**config.mk**
```make
export PLATFORM = sky130hd
export DESIGN_NAME = alu16_seq
export DESIGN_NICKNAME = d
export VERILOG_FILES = /design/src/rtl/alu16_seq.sv
export SDC_FILE = /design/constraint.sdc
export NUM_CORES = 1
export LEC_CHECK = 0
export CAP_MARGIN = 10
export CORE_ASPECT_RATIO = 0.8
export CORE_MARGIN = 3
export CORE_UTILIZATION = 52
export CTS_BUF_LIST = sky130_fd_sc_hd__clkbuf_4
export CTS_CLUSTER_SIZE = 10
export DETAILED_ROUTE_END_ITERATION = 16
export PLACE_DENSITY = 0.84
export REMOVE_ABC_BUFFERS = 1
export SYNTH_ARGS = -nofsm -noshare
export SYNTH_HDL_FRONTEND = slang
export SYNTH_SLANG_ARGS = --single-unit
export TNS_END_PERCENT = 20
```
**constraint.sdc**
```tcl
create_clock -name clk -period 2.55 [get_ports clk]
set_input_delay 0.255 -clock clk [delete_from_list [all_inputs] [get_ports clk]]
set_output_delay 0.255 -clock clk [all_outputs]
set_load 0.03 [all_outputs]
```
**src/rtl/alu16_seq.sv**
```systemverilog
// alu16_seq: sequential 16-bit arithmetic unit for the LR35902 core.
//
// Runs ADD HL,rr / ADD SP,e8 / LD HL,SP+e8 / INC rr / DEC rr as two 8-bit
// passes through an 8-bit adder. The low byte is computed in the accept cycle
// and the high byte in the HI cycle. The result and flags are then held in
// DONE until the consumer takes them.
//
// Optional feature: define ALU16_ADC_EN to enable op 4 = ADC16 and
// op 5 = SBC16. Without the macro, ops 4/5 behave as reserved ops: the result
// is a and the flags pass through unchanged.
//
// Ports:
//   clk        in   core clock
//   reset      in   synchronous, active-high
//   in_valid   in   operation request
//   in_ready   out  unit idle; accept on in_valid & in_ready
//   op         in   [2:0] 0=ADD16 1=ADDSP 2=INC16 3=DEC16 4=ADC16 5=SBC16
//   a          in   [15:0] first operand (HL, SP or rr)
//   b          in   [15:0] second operand (b[7:0] = signed e8 for ADDSP)
//   flags_in   in   [3:0] current {Z,N,H,C}
//   out_valid  out  result/flags_out valid
//   out_ready  in   consumer accepts
//   result     out  [15:0] 16-bit result
//   flags_out  out  [3:0] updated {Z,N,H,C}
module alu16_seq #(
  parameter bit FLAG_MASK_ON_ADDSP = 1'b1
) (
  input  logic        clk,
  input  logic        reset,
  input  logic        in_valid,
  output logic        in_ready,
  input  logic [2:0]  op,
  input  logic [15:0] a,
  input  logic [15:0] b,
  input  logic [3:0]  flags_in,
  output logic        out_valid,
  input  logic        out_ready,
  output logic [15:0] result,
  output logic [3:0]  flags_out
);

  typedef enum logic [1:0] {ST_IDLE, ST_HI, ST_DONE} state_t;

  localparam logic [2:0] OP_ADD16 = 3'd0;
  localparam logic [2:0] OP_ADDSP = 3'd1;
  localparam logic [2:0] OP_INC16 = 3'd2;
  localparam logic [2:0] OP_DEC16 = 3'd3;
`ifdef ALU16_ADC_EN
  localparam logic [2:0] OP_ADC16 = 3'd4;
  localparam logic [2:0] OP_SBC16 = 3'd5;
`endif

  state_t      state_q, state_d;
  logic [2:0]  op_q, op_d;
  logic [7:0]  a_hi_q, a_hi_d;
  logic [7:0]  bop_hi_q, bop_hi_d;
  logic [3:0]  flags_in_q, flags_in_d;
  logic [7:0]  lo_q, lo_d;
  logic        c8_q, c8_d;
  logic        c4_q, c4_d;
  logic [15:0] result_q, result_d;
  logic [3:0]  flags_out_q, flags_out_d;

  logic [15:0] bop;
  logic        cin;
  logic [8:0]  lo_sum;
  logic [8:0]  hi_sum;
  logic        c4;
  logic        c12;
  logic [15:0] hi_res;
  logic [3:0]  flags_calc;

  // Second-operand form and carry-in. Subtraction inverts the operand and the
  // incoming carry, so the adder's carries come out as inverted borrows.
  // Reserved ops add zero, which passes a through unchanged.
  always_comb begin
    bop = 16'h0000;
    cin = 1'b0;
    case (op)
      OP_ADD16: bop = b;
      OP_ADDSP: bop = {{8{b[7]}}, b[7:0]};
      OP_INC16: bop = 16'h0001;
      OP_DEC16: bop = 16'hFFFF;
`ifdef ALU16_ADC_EN
      OP_ADC16: begin
        bop = b;
        cin = flags_in[0];
      end
      OP_SBC16: begin
        bop = ~b;
        cin = ~flags_in[0];
      end
`endif
      default: ;
    endcase
  end

  // Each byte pass is one 9-bit add. The carry into bit 4 of a byte is
  // recovered as sum ^ a ^ b at that bit, so no separate nibble adder is
  // needed.
  always_comb begin
    lo_sum = {1'b0, a[7:0]} + {1'b0, bop[7:0]} + {8'h00, cin};
    c4     = lo_sum[4] ^ a[4] ^ bop[4];
    hi_sum = {1'b0, a_hi_q} + {1'b0, bop_hi_q} + {8'h00, c8_q};
    c12    = hi_sum[4] ^ a_hi_q[4] ^ bop_hi_q[4];
    hi_res = {hi_sum[7:0], lo_q};
  end

  // Flag update for the op held in the HI cycle.
  always_comb begin
    flags_calc = flags_in_q;
    case (op_q)
      OP_ADD16: flags_calc = {flags_in_q[3], 1'b0, c12, hi_sum[8]};
      OP_ADDSP: flags_calc = {(FLAG_MASK_ON_ADDSP ? 1'b0 : flags_in_q[3]),
                              1'b0, c4_q, c8_q};
`ifdef ALU16_ADC_EN
      OP_ADC16: flags_calc = {(hi_res == 16'h0000), 1'b0, c12, hi_sum[8]};
      OP_SBC16: flags_calc = {(hi_res == 16'h0000), 1'b1, ~c12, ~hi_sum[8]};
`endif
      default: flags_calc = flags_in_q;
    endcase
  end

  // Next-state logic.
  always_comb begin
    state_d = state_q;
    case (state_q)
      ST_IDLE: if (in_valid) state_d = ST_HI;
      ST_HI:   state_d = ST_DONE;
      ST_DONE: if (out_ready) state_d = ST_IDLE;
      default: state_d = ST_IDLE;
    endcase
  end

  // Datapath registers. Operands and the low-byte pass are captured at
  // accept. The result is written only when leaving HI, so it stays stable
  // through DONE under backpressure.
  always_comb begin
    op_d        = op_q;
    a_hi_d      = a_hi_q;
    bop_hi_d    = bop_hi_q;
    flags_in_d  = flags_in_q;
    lo_d        = lo_q;
    c8_d        = c8_q;
    c4_d        = c4_q;
    result_d    = result_q;
    flags_out_d = flags_out_q;
    if (state_q == ST_IDLE && in_valid) begin
      op_d       = op;
      a_hi_d     = a[15:8];
      bop_hi_d   = bop[15:8];
      flags_in_d = flags_in;
      lo_d       = lo_sum[7:0];
      c8_d       = lo_sum[8];
      c4_d       = c4;
    end
    if (state_q == ST_HI) begin
      result_d    = hi_res;
      flags_out_d = flags_calc;
    end
  end

  always_ff @(posedge clk) begin
    if (reset) begin
      state_q     <= ST_IDLE;
      op_q        <= 3'd0;
      a_hi_q      <= 8'h00;
      bop_hi_q    <= 8'h00;
      flags_in_q  <= 4'h0;
      lo_q        <= 8'h00;
      c8_q        <= 1'b0;
      c4_q        <= 1'b0;
      result_q    <= 16'h0000;
      flags_out_q <= 4'h0;
    end else begin
      state_q     <= state_d;
      op_q        <= op_d;
      a_hi_q      <= a_hi_d;
      bop_hi_q    <= bop_hi_d;
      flags_in_q  <= flags_in_d;
      lo_q        <= lo_d;
      c8_q        <= c8_d;
      c4_q        <= c4_d;
      result_q    <= result_d;
      flags_out_q <= flags_out_d;
    end
  end

  // Handshake outputs follow the state directly.
  always_comb begin
    in_ready  = (state_q == ST_IDLE);
    out_valid = (state_q == ST_DONE);
    result    = result_q;
    flags_out = flags_out_q;
  end

endmodule

```
# After elaboration in Yosys (flattened, before gate mapping)
# Cells that the tools add are included.
dict set report classes {
  n_bitwise 4
  n_eq_ne 8
  muxes 5
  reduce_logical 5
  add_sub_neg 3
}
# cell n
set op_table {}
lappend op_table {{case mux 16 bit (4 select lines)} 1}
lappend op_table {{adder 8 x 8 -> 9 bit} 2}
lappend op_table {{adder 9 x 1 -> 9 bit} 1}
lappend op_table {{case mux 4 bit (2 select lines)} 1}
lappend op_table {{== test 3 x 1 -> 1 bit, second input constant} 2}
lappend op_table {{== test 3 x 2 -> 1 bit, second input constant} 2}
lappend op_table {{zero test 3 bit} 2}
lappend op_table {{case mux 2 bit (3 select lines)} 1}
lappend op_table {{two-way mux 2 bit} 2}
lappend op_table {{XOR 1 bit} 4}
lappend op_table {{== test 2 x 1 -> 1 bit, second input constant} 1}
lappend op_table {{== test 2 bit, second input constant} 1}
lappend op_table {{zero test 2 bit} 1}
lappend op_table {{!= test 2 x 1 -> 1 bit, second input constant} 1}
lappend op_table {{!= test 2 bit, second input constant} 1}
lappend op_table {{AND reduction 2 bit} 1}
lappend op_table {{logical AND 1 bit} 1}
dict set report word_totals {
  reg_bits 55
  out_inout_bits 22
}

# Depth between registers and ports, before layout
# Gate-level depths: netlist (run 1).
dict set report logic_depth {
  depth_word 5
  depth_mapped 10
}

# Least setup slack after synthesis (run 1)
# No wires, ideal clock.
dict set report synth_path {
  kind {in2reg}
  start {input op[1]}
  end {register c8_q}
  setup_slack_ns 0.220
  arrival_time_ns 2.195
  required_time_ns 2.415
  setup_time_ns 0.135
  cell_stages 10
  path_buffers 2
  path_cell_list {clkbuf_2 -> clkbuf_1 -> nand2b_1 -> a21oi_1 -> ha_1 -> and2_4 -> a311oi_2 -> o21ai_2 -> a2111oi_2 -> a2111oi_1}
}
dict set report synth_between {
  elab_chain_len 3
  word_cells_on_any_way 6
  cone_classes {add/sub: 1; eq/ne: 3; mux: 1; reduce/logical: 1}
}
# element line_no
set synth_lines {}
lappend synth_lines {{from (decl)} 32} ;# input logic [2:0] op,
lappend synth_lines {{== test 3 x 2 -> 1 bit (tied with other cells)} 79} ;# case (op)
lappend synth_lines {{case mux 16 bit (4 select lines) (*)} 79}
lappend synth_lines {{adder 8 x 8 -> 9 bit (*)} 102} ;# lo_sum = {1'b0, a[7:0]} + {1'b0, bop[7:0]} + {8'h00, cin};
lappend synth_lines {{to (signal assigned)} 171} ;# c8_q <= 1'b0;
lappend synth_lines {{to (signal assigned)} 182} ;# c8_q <= c8_d;
lappend synth_lines {{to (decl)} 59} ;# logic c8_q, c8_d;
# Every way passes the cells marked *; elsewhere a longest branch is shown, timed or not.
# A chain may end at the register's enable or synchronous reset.

# Worst setup path after layout (run 1)
dict set report layout_path {
  start {register c8_q}
  end {register flags_out_q[0] (netlist: flags_out[0])}
}
dict set report layout_between {
  elab_chain_len 2
}
# element line_no
set layout_lines {}
lappend layout_lines {{adder 9 x 1 -> 9 bit} 104} ;# hi_sum = {1'b0, a_hi_q} + {1'b0, bop_hi_q} + {8'h00, c8_q};
lappend layout_lines {{case mux 4 bit (2 select lines) (*)} 112} ;# case (op_q)
lappend layout_lines {{to (signal assigned)} 185} ;# flags_out_q <= flags_out_d;
lappend layout_lines {{to (decl)} 62} ;# logic [3:0] flags_out_q, flags_out_d;
# Marks and branches as above.

==> run summary, run 1 <==
## Final layout
- 0.0879 — layout cell share with drive strength beyond 1
- 1620 sq um — footprint of the multi-input gates
- 0 — number of inserted diodes
- 425 — number of fill cells
- 0.714 — share of the core filled with cells
- sky130_fd_sc_hd__nand2_1 — leading cell type in the layout, fill and taps excluded
- 481 — final net count
- 1100 sq um — Sequential Area
- 29.5% — Area growth syn-to-layout
- 77 x sky130_fd_sc_hd__nand2_1, 63 x sky130_fd_sc_hd__clkdlybuf4s50_1, 55 x sky130_fd_sc_hd__dfxtp_1 — leading cell types in the layout, fill and taps excluded
- 3680 sq um — area of all placed cells without fillers

## Clock tree
- sky130_fd_sc_hd__clkbuf_4 — Root Buffer Master
- 55 — Sinks on Clock Net
- built — TritonCTS clock tree
- 0.15 ns — clock slew seen by the registers of the worst setup and hold paths
- 0 — Post-CTS Resized
- 0 — CTS Hold Bufs
- 2 — Max Root-Sink Buffers
- 0.38 ns — clock latency on the worst-skew pair
- 5 — number of clock buffers inserted by TritonCTS
- 2 — # H-tree levels
- 0 — setup bufs post-CTS

## Power and ir drop
- 0.300 — switching part of the total power
- 485 nW/um^2 — ratio of total power to cell area
- 0.328 mV — Max VDD drop
- 0.00147 uW — cell leakage power
- 535 uW — Switching Power
- 0.214 — clock network fraction of total power
- 0.529 — part of the power in registers
- 0.257 — combinational power share
- 1250 uW — Internal Dissipation

## Synth
- 8.11 sq um — Mapped Avg Cell Area
- 48 — number of unique standard cell types used by synthesis
- 0.0106 — multiplexer share of the synthesized area
- sky130_fd_sc_hd__dfxtp_1 — most used flip-flop cell after synthesis
- 0.0357 — XOR/XNOR Fraction of Synth Area
- 0 — Post-synth ARST share
- 0.214 — compound-cell area share of the yosys netlist
- simple AND/OR/NAND/NOR gates — combinational family with the most area after synthesis
- 350 — instance count of the mapped netlist
- 55 — number of register bits inferred by synthesis
- 0 — count of warnings emitted by yosys
- 0.0873 — adder-cell share of the synthesized area
- 0 — number of enable flip-flop cells after synthesis
- 0.224 — area share of and/or/nand/nor cells after synthesis
- 2840 sq um — Netlist Area Pre-Place
- 0.388 — share of synthesized area occupied by flip-flops and latches

## Timing
- 0 — final hold violation count
- 0 — Max Transition Viols Final
- 0.0206 ns — Final Skew
- 0.350 ns — hold_ws
- 0.131 ns — post-layout worst setup margin
- 0 — number of endpoints failing setup at the final stage
- 0.581 — worst slew margin relative to its limit
- 413 MHz — upper clock frequency limit
- 0 ns — setup TNS after final layout
- 0.949 — share of the clock period used by the worst path
- 2.42 ns — time the worst path needs with I/O delays and setup
- no — RSZ-0062 raised after global routing
- 0.628 ns — Slew @ Worst Pin

## Routing
- 15.3 um — mean routed wirelength per cell
- 0 — number of remaining DRC errors
- 7.38 mm — drt total wl
- 4 — TritonRoute pass-1 iters
- 2,655 — via count
- 5.50 — post-detailed-route via-to-cell ratio
- 0 — number of antenna-violating nets in the routed design
- 156 — Initial DRC Count

## Place
- 0.937 — final RePlAce weighted congestion
- 3620 sq um — post-placement cell area
- 5.39 mm — final HPWL from detailed placement
- -0.102 ns — DP Worst Slack
- 64 — Port Buffers

## Critical path
- 2.71 ns — Worst Path Arrival
- flop — sort of element at the start of the critical path
- 9 — path depth of the worst reg2reg path
- 2.84 ns — WP data required
- 2 — largest fanout of any net on the critical path
- flop — crit path capture type
- reg -> reg — category of the critical setup timing path

## Die
- 65 — number of ports placed on the die boundary
- 72.1 um — floorplan die height
- 5150 sq um — core footprint
- 0.551 — initial core utilization
- 6390 sq um — area of the die
- 88.6 um — die width
- 23 — standard-cell row count

## Global route
- 0 — Overflow after GRT
- 2,700 — number of global-route vias before repair
- 56 — pin count of the biggest net entering global routing
- 0.246 — GRT Util Overall
- 0 — number of antenna violations at the first check in global routing
- 12.3 mm — wire length of the first global-routing pass

## Worst hold path
- in -> reg — Tightest Hold Check Type
- 4 — Worst Hold Path Cells

## Flow run
- 0 — Max-Cap Viols

## Status
- finished, final reports clean — result of the run

logic make-up (layout without fill, tap and decap cells):
logic type                 after synthesis  in the layout
DFF                                     55             55
muxes                                    3              3
AOI/OAI and AO/OA                       99             99
adders and majority gates               18             18
buffers and inverters                   29            100
xor gates and xnor gates                10             10
and+or+nand+nor                        136            136
layout make-up:
| type | instances | area share |
|---|---|---|
| inverters | 7 | 0.00715 |
| repair buffers | 85 | 0.216 |
| well taps | 62 | 0.0211 |
| flip-flops and latches | 55 | 0.299 |
| clock inverters | 2 | 0.00340 |
| clock buffers | 6 | 0.0122 |
| multi-input cells | 266 | 0.441 |
critical path, cell delays in order, from the launching register on:
cell and delay [ns]:
sky130_fd_sc_hd__dfxtp_1 0.35, sky130_fd_sc_hd__inv_1 0.11, sky130_fd_sc_hd__fa_1 0.17, sky130_fd_sc_hd__inv_1 0.05
sky130_fd_sc_hd__fa_1 0.40, sky130_fd_sc_hd__and3_1 0.21, sky130_fd_sc_hd__o311ai_0 0.54, sky130_fd_sc_hd__a21boi_0 0.17
sky130_fd_sc_hd__o2111ai_1 0.24, sky130_fd_sc_hd__a21oi_1 0.10
layer usage:
layer  wire length [um]  global-route usage
met4                 87              0.0839
met2               3420               0.393
met1               3440               0.332
met5                  0                   0
met3                423              0.0488
worst paths after layout:
path	startpoint	to	slack (ns)
worst max-delay path	c8_q$_SDFFE_PP0P_	flags_out[0]$_SDFFE_PP0N_	0.13
worst min-delay path	reset	flags_out[0]$_SDFFE_PP0N_	0.35
worst max register to register	c8_q$_SDFFE_PP0P_	flags_out[0]$_SDFFE_PP0N_	0.13
worst min register to register	lo_q[7]$_SDFFE_PP0P_	result[7]$_SDFFE_PP0N_	0.46
through the flow:
stage	total power [uW]	instances
4_1_cts	1790	483
6_report	1780	483
3_3_place_gp	1400	475
2_1_floorplan	1190	328
3_5_place_dp	1410	475
5_1_grt	1880	483
registers in the layout, summed over array words and instances, names as in the netlist:
name        cells
state_q         2
flags_in_q      4
result         16
lo_q            8
flags_out       4
op_q            3
a_hi_q          8
bop_hi_q        8
c4_q            1
c8_q            1
power groups by stage:
stage | combinational (uW) | clock [uW] | sequential [uW]
after global routing | 505 | 425 | 950
after global placement | 439 | 0 | 959
after detailed placement | 453 | 0 | 961
final | 458 | 382 | 943
after CTS | 457 | 393 | 943
after floorplan | 218 | 0 | 977
synthesized netlist by cell type, drive strengths merged, types with 4 or more instances:
cell type,count,share of area
a21o,4,0.011
nor2b,10,0.022
nand2b,9,0.020
nand3,4,0.0071
and3,4,0.0088
dfxtp,55,0.39
ha,15,0.066
nor2,14,0.019
inv,7,0.0093
a211oi,6,0.018
o21ai,16,0.030
buf,8,0.013
xnor2,8,0.025
nand2,77,0.10
clkbuf,14,0.019
nor3,6,0.015
a21oi,53,0.093
Power figures use the tool's default switching activity.
==> run 2, diff against run 1 <==
--- a/config.mk
+++ b/config.mk
@@ -5,7 +5,6 @@
 export SDC_FILE = /design/constraint.sdc
 export NUM_CORES = 1
 export LEC_CHECK = 0
-export CAP_MARGIN = 10
 export CORE_ASPECT_RATIO = 0.8
 export CORE_MARGIN = 3
 export CORE_UTILIZATION = 52
==> results of run 2 <==
Final layout, timing and power as in run 1 (identical DEF).
==> run 3, diff against run 2 <==
--- a/config.mk
+++ b/config.mk
@@ -11,7 +11,8 @@
 export CTS_BUF_LIST = sky130_fd_sc_hd__clkbuf_4
 export CTS_CLUSTER_SIZE = 10
 export DETAILED_ROUTE_END_ITERATION = 16
-export PLACE_DENSITY = 0.84
+export GPL_ROUTABILITY_DRIVEN = 1
+export PLACE_DENSITY = 0.82
 export REMOVE_ABC_BUFFERS = 1
 export SYNTH_ARGS = -nofsm -noshare
 export SYNTH_HDL_FRONTEND = slang
==> run 3 against run 2 <==
Cell area grew 0.20%. Sequential power is essentially flat. Count of clock-buffer cells in the layout grew 1. Flip-flop and latch count is the same. Via count grew 2.4%. Global-route usage shrank 0.85 points. Total power shrank 0.13%. Critical path depth is the same. Utilization grew 0.15 points. Highest routed layer unchanged.
==> run summary, run 3 (synthesis results as in run 1) <==
## Critical path
- 2.81 ns — WP data required, -0.03 ns
- c8_q$_SDFFE_PP0P_ — critical path launch point
- flop — sort of element at the start of the critical path
- 2 — buffers and inverters on the worst path, unchanged
- sky130_fd_sc_hd__o311ai_0 — Slowest-stage cell, CP
- reg -> reg — category of the critical setup timing path
- 0.10 ns — flop2flop setup slack, -0.03 ns
- flop — crit path capture type
- compound AO/OA/AOI/OAI gates — CP delay by family, top
- 0.51 ns — biggest cell delay along the critical path, -0.03 ns
- 2 — largest fanout of any net on the critical path, unchanged
- inv_1, fa_1, inv_1, fa_1, and3_1, o311ai_0, a21boi_0, o2111ai_1, a21oi_1 — cell breakdown of the critical path
- 2.71 ns — Worst Path Arrival, about the same
- c8_q$_SDFFE_PP0P_ — start of the worst register-to-register path

## Clock tree
- built — TritonCTS clock tree
- 2 — Max Root-Sink Buffers, unchanged
- sky130_fd_sc_hd__clkbuf_4 — Root Buffer Master
- 0.14 ns — clock slew seen by the registers of the worst setup and hold paths, about the same
- 0 — setup bufs post-CTS, unchanged
- 5 — number of clock buffers inserted by TritonCTS, unchanged
- 0 — CTS Hold Bufs, unchanged
- 55 — Sinks on Clock Net, unchanged
- 0 — Post-CTS Resized, unchanged
- 0.37 ns — clock latency on the worst-skew pair, about the same
- 2 — # H-tree levels, unchanged

## Global route
- 0.237 — GRT Util Overall, -0.00850
- met2 — busiest layer in global routing
- 0 — number of antenna violations at the first check in global routing, unchanged
- 2,618 — number of global-route vias before repair, -3.0%
- 0.409 — Global Route met2 Usage, +0.0158
- 12.0 mm — wire length of the first global-routing pass, -2.9%
- 0 — Overflow after GRT, unchanged
- 0.306 — global routing met1 resource utilization, -0.0261
- 25 — pin count of the biggest net entering global routing, -55%
- 0.0454 — met3 Resource Use GR, -0.00341

## Routing
- 7.23 mm — drt total wl, -2.0%
- 4 — TritonRoute pass-1 iters, unchanged
- 0 — number of remaining DRC errors, unchanged
- 0 — number of antenna-violating nets in the routed design, unchanged
- 14.9 um — mean routed wirelength per cell, -2.2%
- 5.62 — post-detailed-route via-to-cell ratio, +2.2%
- 159 — Initial DRC Count, +1.9%
- 2,718 — via count, +2.4%

## Timing
- 0.629 — worst slew margin relative to its limit, +0.0471
- 0.102 ns — post-layout worst setup margin, -0.0291 ns
- 0.00906 ns — Final Skew, -0.0116 ns
- 0 — Max Transition Viols Final, unchanged
- 0 — number of endpoints failing setup at the final stage, unchanged
- 0 — final hold violation count, unchanged
- no — RSZ-0062 raised after global routing
- 2.45 ns — time the worst path needs with I/O delays and setup, +0.0291 ns
- 0.960 — share of the clock period used by the worst path, +0.0114
- 0.556 ns — Slew @ Worst Pin, -0.0716 ns
- 408 MHz — upper clock frequency limit, -1.2%

## Final layout
- 16 — number of flip-flops under the largest register name, unchanged
- 0.715 — share of the core filled with cells, +0.00146
- 29.8% — Area growth syn-to-layout
- 0 — number of inserted diodes, unchanged
- 0.0924 — layout cell share with drive strength beyond 1, +0.00453
- sky130_fd_sc_hd__nand2_1 — leading cell type in the layout, fill and taps excluded
- 77 x sky130_fd_sc_hd__nand2_1, 63 x sky130_fd_sc_hd__clkdlybuf4s50_1, 55 x sky130_fd_sc_hd__dfxtp_1 — leading cell types in the layout, fill and taps excluded
- 482 — final net count, +0.21%

## Place
- 0.857 — final RePlAce weighted congestion, -8.6%
- 64 — Port Buffers, unchanged
- 5.55 mm — final HPWL from detailed placement, +3.0%
- -0.105 ns — DP Worst Slack, -0.00276 ns

## Power and ir drop
- 0.345 mV — Max VDD drop, +5.3%
- 483 nW/um^2 — ratio of total power to cell area, -0.33%
- 0.00148 uW — cell leakage power, +0.52%

## Die
- 5150 sq um — core footprint, unchanged
- 88.6 um — die width, unchanged
- 23 — standard-cell row count, unchanged
- 72.1 um — floorplan die height, unchanged
- 6390 sq um — area of the die, unchanged
- 65 — number of ports placed on the die boundary, unchanged
- 0.551 — initial core utilization, unchanged

## Worst hold path
- reset — min-delay src
- in -> reg — Tightest Hold Check Type

## Status
- finished, final reports clean — result of the run

## Flow run
- 0 — Max-Cap Viols, unchanged

## run 3: power breakdown
group	leakage (uW)	switching (uW)	total, uW	internal [uW]
sequential	0.000449	32.2	943	911
clock	0.0000361	252	381	129
combinational	0.000990	238	456	218
total	0.00148	522	1780	1260
## run 3: worst paths after layout
check	to	cells after the start
worst max-delay path	flags_out[0]$_SDFFE_PP0N_	9
worst min-delay path	op_q[1]$_SDFFE_PP0P_	2
worst max register to register	flags_out[0]$_SDFFE_PP0N_	9
worst min register to register	flags_out[2]$_SDFFE_PP0N_	2
## run 3: final cells by class
cell class	instances	area (sq um)
clock buffer	7	52.6
timing repair buffer	86	801
tap	62	77.6
multi-input combinational	266	1620
sequential	55	1100
clock inverter	1	5.00
fill	412	1470
inverter	7	26.3
## run 3: metal layers
| metal | part of all wire | vias up |
|---|---|---|
| met5 | 0 | - |
| met2 | 0.48 | 92 |
| li1 | - | 1353 |
| met4 | 0.013 | 0 |
| met3 | 0.060 | 13 |
| met1 | 0.45 | 1260 |
## run 3: stage by stage
stage,area [sq um],hold slack [ns],std cells,power (uW),TNS (ns)
6_report,3680,0.259,484,1780,0
5_1_grt,3680,0.248,484,1870,0
4_1_cts,3680,0.256,484,1780,0
3_5_place_dp,3630,0.447,476,1410,-0.280
3_3_place_gp,3630,0.439,476,1400,0
2_1_floorplan,2750,0.324,328,1190,0
